**config.mk**
```make
export PLATFORM = sky130hd
export DESIGN_NAME = mem_dump_reader_flat
export DESIGN_NICKNAME = d
export VERILOG_FILES = /design/src/rtl/mem_dump_reader_pkg.sv /design/src/rtl/mem_dump_reader_if.sv /design/src/rtl/mem_dump_reader.sv /design/src/flat_wrapper.sv
export SDC_FILE = /design/constraint.sdc
export NUM_CORES = 1
export LEC_CHECK = 0
export BUFFER_PORTS_ARGS = -buffer_cell sky130_fd_sc_hd__buf_2
export CORE_MARGIN = 2
export CORE_UTILIZATION = 47
export CTS_CLUSTER_DIAMETER = 120
export DETAILED_ROUTE_END_ITERATION = 6
export HOLD_SLACK_MARGIN = 0.03
export PLACE_DENSITY_LB_ADDON = 0.05
export SLEW_MARGIN = 20
export SYNTH_ARGS = -nofsm -noshare
export SYNTH_HDL_FRONTEND = slang
export SYNTH_SLANG_ARGS = --single-unit
```
**constraint.sdc**
```tcl
create_clock -name clk -period 1.85 [get_ports clk]
set_input_delay 0.185 -clock clk [delete_from_list [all_inputs] [get_ports clk]]
set_output_delay 0.185 -clock clk [all_outputs]
set_load 0.05 [all_outputs]
```
**src/rtl/mem_dump_reader_pkg.sv**
```systemverilog
// ---------------------------------------------------------------------------
// mem_dump_reader_pkg
// Shared declarations for the memory dump reader:
//   - DEF_ADDR_WIDTH / DEF_REG_WIDTH : default bus widths (CPU A / D bus).
//   - mem_dump_state_t               : reader FSM state encoding.
// ---------------------------------------------------------------------------
package mem_dump_reader_pkg;

    localparam int DEF_ADDR_WIDTH = 16;
    localparam int DEF_REG_WIDTH  = 8;

    typedef enum logic [2:0] {
        ST_IDLE,
        ST_ISSUE,
        ST_CAPTURE,
        ST_HOLD,
        ST_DONE
    } mem_dump_state_t;

endpackage

```
**src/rtl/mem_dump_reader_if.sv**
```systemverilog
// ---------------------------------------------------------------------------
// mem_dump_reader_if
// Bundles the two buses of the dump reader:
//   memory read port : mem_re, mem_addr (reader -> memory), mem_rdata (back)
//   beat stream      : out_valid, out_addr, out_data (reader -> consumer),
//                      out_ready (back)
// Modports:
//   master : the dump reader
//   slave  : the memory model plus stream consumer
// ---------------------------------------------------------------------------
interface mem_dump_reader_if
    import mem_dump_reader_pkg::*;
#(
    parameter int ADDR_WIDTH = DEF_ADDR_WIDTH,
    parameter int REG_WIDTH  = DEF_REG_WIDTH
);
    logic                  mem_re;
    logic [ADDR_WIDTH-1:0] mem_addr;
    logic [REG_WIDTH-1:0]  mem_rdata;

    logic                  out_valid;
    logic                  out_ready;
    logic [ADDR_WIDTH-1:0] out_addr;
    logic [REG_WIDTH-1:0]  out_data;

    modport master (
        output mem_re, mem_addr, out_valid, out_addr, out_data,
        input  mem_rdata, out_ready
    );

    modport slave (
        input  mem_re, mem_addr, out_valid, out_addr, out_data,
        output mem_rdata, out_ready
    );
endinterface

```
**src/rtl/mem_dump_reader.sv**
```systemverilog
// ---------------------------------------------------------------------------
// mem_dump_reader
// Reads the inclusive address range [start_addr .. end_addr] (wrapping past
// the top address) out of a memory with one-cycle read latency and streams
// each location as an (address, data) beat on a valid/ready stream.
//
// Ports:
//   clk        : system clock, rising edge
//   reset      : synchronous, active-high
//   start      : dump request, only looked at while idle
//   start_addr : first address, captured with start
//   end_addr   : last address (inclusive), captured with start
//   busy       : dump in progress
//   done       : one-cycle pulse after the final beat is accepted
//   bus        : memory read port + beat stream (master side)
//   checksum   : running byte sum of accepted beats
//                (only when MEM_DUMP_CHECKSUM_EN is defined)
//
// Optional feature macro: MEM_DUMP_CHECKSUM_EN
// ---------------------------------------------------------------------------
module mem_dump_reader
    import mem_dump_reader_pkg::*;
#(
    parameter int ADDR_WIDTH = DEF_ADDR_WIDTH,
    parameter int REG_WIDTH  = DEF_REG_WIDTH
) (
    input  logic                  clk,
    input  logic                  reset,
    input  logic                  start,
    input  logic [ADDR_WIDTH-1:0] start_addr,
    input  logic [ADDR_WIDTH-1:0] end_addr,
    output logic                  busy,
    output logic                  done,
    mem_dump_reader_if.master     bus
`ifdef MEM_DUMP_CHECKSUM_EN
    ,
    output logic [REG_WIDTH-1:0]  checksum
`endif
);

    localparam logic [ADDR_WIDTH-1:0] ADDR_ONE = 1;

    mem_dump_state_t       state;
    logic [ADDR_WIDTH-1:0] cur;
    logic [ADDR_WIDTH-1:0] last;
    logic [ADDR_WIDTH-1:0] next_addr;

    // Natural overflow of the adder gives the wrap from the top address to 0.
    assign next_addr = cur + ADDR_ONE;

    // All outputs are registered: each one is set on the transition into the
    // state where it must be visible, so mem_re is high exactly during ISSUE
    // and the read data is sampled at the end of CAPTURE.
    always_ff @(posedge clk) begin
        if (reset) begin
            state         <= ST_IDLE;
            busy          <= 1'b0;
            done          <= 1'b0;
            bus.mem_re    <= 1'b0;
            bus.mem_addr  <= '0;
            bus.out_valid <= 1'b0;
            bus.out_addr  <= '0;
            bus.out_data  <= '0;
            cur           <= '0;
            last          <= '0;
`ifdef MEM_DUMP_CHECKSUM_EN
            checksum      <= '0;
`endif
        end else begin
            // NOTE: sequential state uses non-blocking assignments so every
            // register samples the pre-edge values, regardless of statement order.
            case (state)
                ST_IDLE: begin
                    if (start) begin
                        cur          <= start_addr;
                        last         <= end_addr;
                        busy         <= 1'b1;
                        bus.mem_re   <= 1'b1;
                        bus.mem_addr <= start_addr;
`ifdef MEM_DUMP_CHECKSUM_EN
                        checksum     <= '0;
`endif
                        state        <= ST_ISSUE;
                    end
                end

                ST_ISSUE: begin
                    bus.mem_re <= 1'b0;
                    state      <= ST_CAPTURE;
                end

                ST_CAPTURE: begin
                    bus.out_data  <= bus.mem_rdata;
                    bus.out_addr  <= cur;
                    bus.out_valid <= 1'b1;
                    state         <= ST_HOLD;
                end

                ST_HOLD: begin
                    if (bus.out_ready) begin
                        bus.out_valid <= 1'b0;
`ifdef MEM_DUMP_CHECKSUM_EN
                        checksum      <= checksum + bus.out_data;
`endif
                        if (cur == last) begin
                            done  <= 1'b1;
                            state <= ST_DONE;
                        end else begin
                            cur          <= next_addr;
                            bus.mem_re   <= 1'b1;
                            bus.mem_addr <= next_addr;
                            state        <= ST_ISSUE;
                        end
                    end
                end

                ST_DONE: begin
                    done  <= 1'b0;
                    busy  <= 1'b0;
                    state <= ST_IDLE;
                end

                default: state <= ST_IDLE;
            endcase
        end
    end

endmodule

```
**src/flat_wrapper.sv**
```systemverilog
// flat-port wrapper written by rule: the top's interface ports become plain ports
module mem_dump_reader_flat import mem_dump_reader_pkg::*;
#(
    parameter int ADDR_WIDTH = DEF_ADDR_WIDTH,
    parameter int REG_WIDTH  = DEF_REG_WIDTH
)
  (clk, reset, start, start_addr, end_addr, busy, done, bus_mem_re, bus_mem_addr, bus_out_valid, bus_out_addr, bus_out_data, bus_mem_rdata, bus_out_ready);
  mem_dump_reader_if #(.ADDR_WIDTH(ADDR_WIDTH), .REG_WIDTH(REG_WIDTH)) bus_i ();
  input  logic clk;
  input  logic reset;
  input  logic start;
  input  logic [ADDR_WIDTH-1:0] start_addr;
  input  logic [ADDR_WIDTH-1:0] end_addr;
  output logic busy;
  output logic done;
  output wire logic [$bits(bus_i.mem_re)-1:0] bus_mem_re;
  output wire logic [$bits(bus_i.mem_addr)-1:0] bus_mem_addr;
  output wire logic [$bits(bus_i.out_valid)-1:0] bus_out_valid;
  output wire logic [$bits(bus_i.out_addr)-1:0] bus_out_addr;
  output wire logic [$bits(bus_i.out_data)-1:0] bus_out_data;
  input wire logic [$bits(bus_i.mem_rdata)-1:0] bus_mem_rdata;
  input wire logic [$bits(bus_i.out_ready)-1:0] bus_out_ready;
  assign bus_mem_re = bus_i.mem_re;
  assign bus_mem_addr = bus_i.mem_addr;
  assign bus_out_valid = bus_i.out_valid;
  assign bus_out_addr = bus_i.out_addr;
  assign bus_out_data = bus_i.out_data;
  assign bus_i.mem_rdata = bus_mem_rdata;
  assign bus_i.out_ready = bus_out_ready;
  mem_dump_reader #(.ADDR_WIDTH(ADDR_WIDTH), .REG_WIDTH(REG_WIDTH)) u_core (.clk(clk), .reset(reset), .start(start), .start_addr(start_addr), .end_addr(end_addr), .busy(busy), .done(done), .bus(bus_i));
endmodule
```
==> flow_metrics.tcl <==
set metrics [dict create \
    worstSetupEndpointType "register" \
    fmax_mhz 543 \
    synth_cell_types 53 \
    cts_buffers 9 \
    final_common_cell "nand2_1" \
    cts-root-buf "clkbuf_8" \
    clkTransAtPathRegs_ps 70 \
    synth_top_cell_area_share 0.406 \
    num_io_pins 88 \
    hpwl_um 6480 \
    grt_overflow 0 \
    die_x_um 85.3 \
    insertedDiodeCount 0 \
    grt_max_degree 29 \
    synth_edf_count 0 \
    synth_area_leader_cell "dfxtp_1" \
    die_area_um2 7270 \
    ys_top_cells_by_area "dfxtp_1 41%, nand2_1 12%, a21oi_1 8.4%" \
    cts_setup_buffers 0 \
    fp.dieH_um 85.3 \
    synth_top_family_by_area "simple AND/OR/NAND/NOR gates" \
    holdWs_ps 75.4 \
    drv_cap 0 \
    synthSimpleGateAreaFrac 0.257 \
    yosysSeqAreaShare 0.406 \
    fillers 594 \
    synth_flop_cell "dfxtp_1" \
    drive_gt1_frac 0.359 \
    worstMarginPinSlew_ps 619 \
    drc 0 \
    rows 29 \
    dr.pass1.iters 5 \
    io_buffers 87 \
    avgSynthCellArea_um2 7.98 \
    grt_use_total 0.251 \
    vias 3162 \
    synth_area_um2 3100 \
    p_switching_w 0.00130 \
    synth-xor-area-share 0.0476 \
    drv_slew 0 \
    p_clk_frac 0.294 \
    outcome "finished clean" \
    routed_wire_length_per_instance_um 15.5 \
    fin_area_um2 4000 \
    dp_slack_ps -25.4 \
    async_flop_share 0 \
    hold_class "input port to register" \
    seqPwrFrac 0.422 \
    synth_compound_area_frac 0.200 \
    drt_iter0_drc 297 \
    start_util 0.486 \
    core_area_um2 6390 \
    seq_area_um2 1300 \
    final_nets 541 \
    peakVddDrop_uv 614 \
    ant_nets 0 \
    setup_slack_ps 7.59 \
    p_per_area_nw_per_um2 920 \
    syn-num-nets 434 \
    cts_max_path_buffers 2 \
    drt-vias-per-instance 5.47 \
    grt_pass1_wl_um 14300 \
    grt_antenna_before_repair 0 \
    drt-total-wl_um 8940 \
    worst_ep_required_time_ps 2110 \
    slew_headroom 0.586 \
    multi_input_area_um2 1630 \
    fin_skew_ps 9.10 \
    synthCells 389 \
    post-route-min-period_ps 1840 \
    synthToLayoutAreaGrowth_pct 29.0 \
    synthAdderAreaFrac 0.00403 \
    rsz0062_at_grt "yes" \
    crit_fanout 8 \
    cts_sinks 63 \
    internal_power_w 0.00239 \
    leakagePower_nw 1.75 \
    synth_seq_cells 63 \
    clock_latency_ps 340 \
    crit_type "register to register" \
    critPathLaunchType "register" \
    synthMuxAreaShare 0.00322 \
    setup_viol 0 \
    yosysWarnings 0 \
    mostFrequentLayoutCells "100 x nand2_1, 87 x buf_2, 52 x a21oi_1" \
    cts_tree "yes" \
    swShare 0.352 \
    hold_viol 0 \
    fin_crit_sh 0.996 \
    postPlaceCellArea_um2 3810 \
    first_global_vias 2908 \
    arrival_ps 2100 \
    gp_congestion 0.895 \
    p_comb_frac 0.284 \
    cts-htree-levels 3 \
]
-- per-layer routing --
| metal | wire length [um] | global-route usage | vias up |
|---|---|---|---|
| met5 | 0 | 0 | - |
| met4 | 129 | 0.101 | 0 |
| met3 | 605 | 0.0389 | 14 |
| met2 | 4000 | 0.378 | 145 |
| met1 | 4200 | 0.359 | 1424 |
| li1 | - | - | 1579 |
-- cells in the mapped netlist (all sizes together), types with 2 or more instances --
cell type and instances:
a211oi 5, a21oi 53, a22oi 3, a31oi 4, a32oi 3, and3 4
buf 13, clkbuf 21, dfxtp 63, inv 5, nand2 100, nand2b 2
nand3 9, nand4 6, nor2 14, nor3 7, nor3b 2, nor4 10
nor4b 2, o211ai 6, o21ai 11, o22ai 4, o311ai 3, o32ai 2
or2 4, or4 2, xor2 16
-- metrics by stage --
step,util,instances,total power [W],TNS (ps)
2_1_floorplan,-,389,0.00228,0
3_3_place_gp,0.596,562,0.00260,0
3_5_place_dp,0.596,562,0.00262,-25.4
4_1_cts,0.625,578,0.00370,0
5_1_grt,0.627,578,0.00386,-93.9
6_report,0.627,578,0.00368,0
-- state kept, by name, indices dropped and copies added, names as in the netlist --
name	flops
u_core.bus.mem_re	1
u_core.state	3
u_core.busy	1
u_core.bus.out_addr	16
u_core.last	16
u_core.bus.out_valid	1
u_core.done	1
u_core.bus.out_data	8
u_core.cur	16
-- area by class of cell --
class / instances / area share
Multi-Input combinational cell: 287 / 0.407
Sequential cell: 63 / 0.325
Timing Repair Buffer: 130 / 0.196
Clock buffer: 12 / 0.0388
Tap cell: 77 / 0.0241
Clock inverter: 4 / 0.00500
Inverter: 5 / 0.00469
-- final timing paths --
| path | from | endpoint | slack [ps] | cells past startpoint |
|---|---|---|---|---|
| setup / recovery | u_core.state[0] | u_core.cur[3] | 8 | 4 |
| hold / removal | bus_mem_rdata[3] | u_core.bus.out_data[3] | 80 | 3 |
| setup reg to reg | u_core.state[0] | u_core.cur[3] | 8 | 4 |
| hold reg to reg | u_core.bus.out_addr[3] | u_core.bus.out_addr[3] | 450 | 2 |
-- worst max-delay path: stages, from the launching register on --
cell	delay, ps
dfxtp_1	310
or3b_1	430
a21o_1	310
or4_1	530
a31oi_1	180
-- power groups by stage --
stage               Clock (W)  Sequential [W]  Combinational, W
finish                0.00108         0.00155           0.00105
detailed placement          0         0.00158           0.00104
floorplan                   0         0.00180          0.000476
CTS                   0.00110         0.00155           0.00104
global placement            0         0.00158           0.00103
global route          0.00117         0.00156           0.00113
-- cell families (layout without fill, tap and decap cells) --
group / Yosys count / after routing
compound gates: 102 / 102
xor+xnor: 16 / 16
fa+ha+maj: 1 / 1
buf+inv: 39 / 151
flops: 63 / 63
mux: 1 / 1
simple gates: 167 / 167
-- what timing repair did --
| action | 4_1_cts | 5_1_grt |
|---|---|---|
| hold buffers | 0 | 0 |
| resized for setup | 1 | 4 |
| cloned | 0 | 0 |
| pin swaps | 0 | 1 |
| setup endpoints to repair | 2 | 10 |
(Power assumes the default switching activity.)
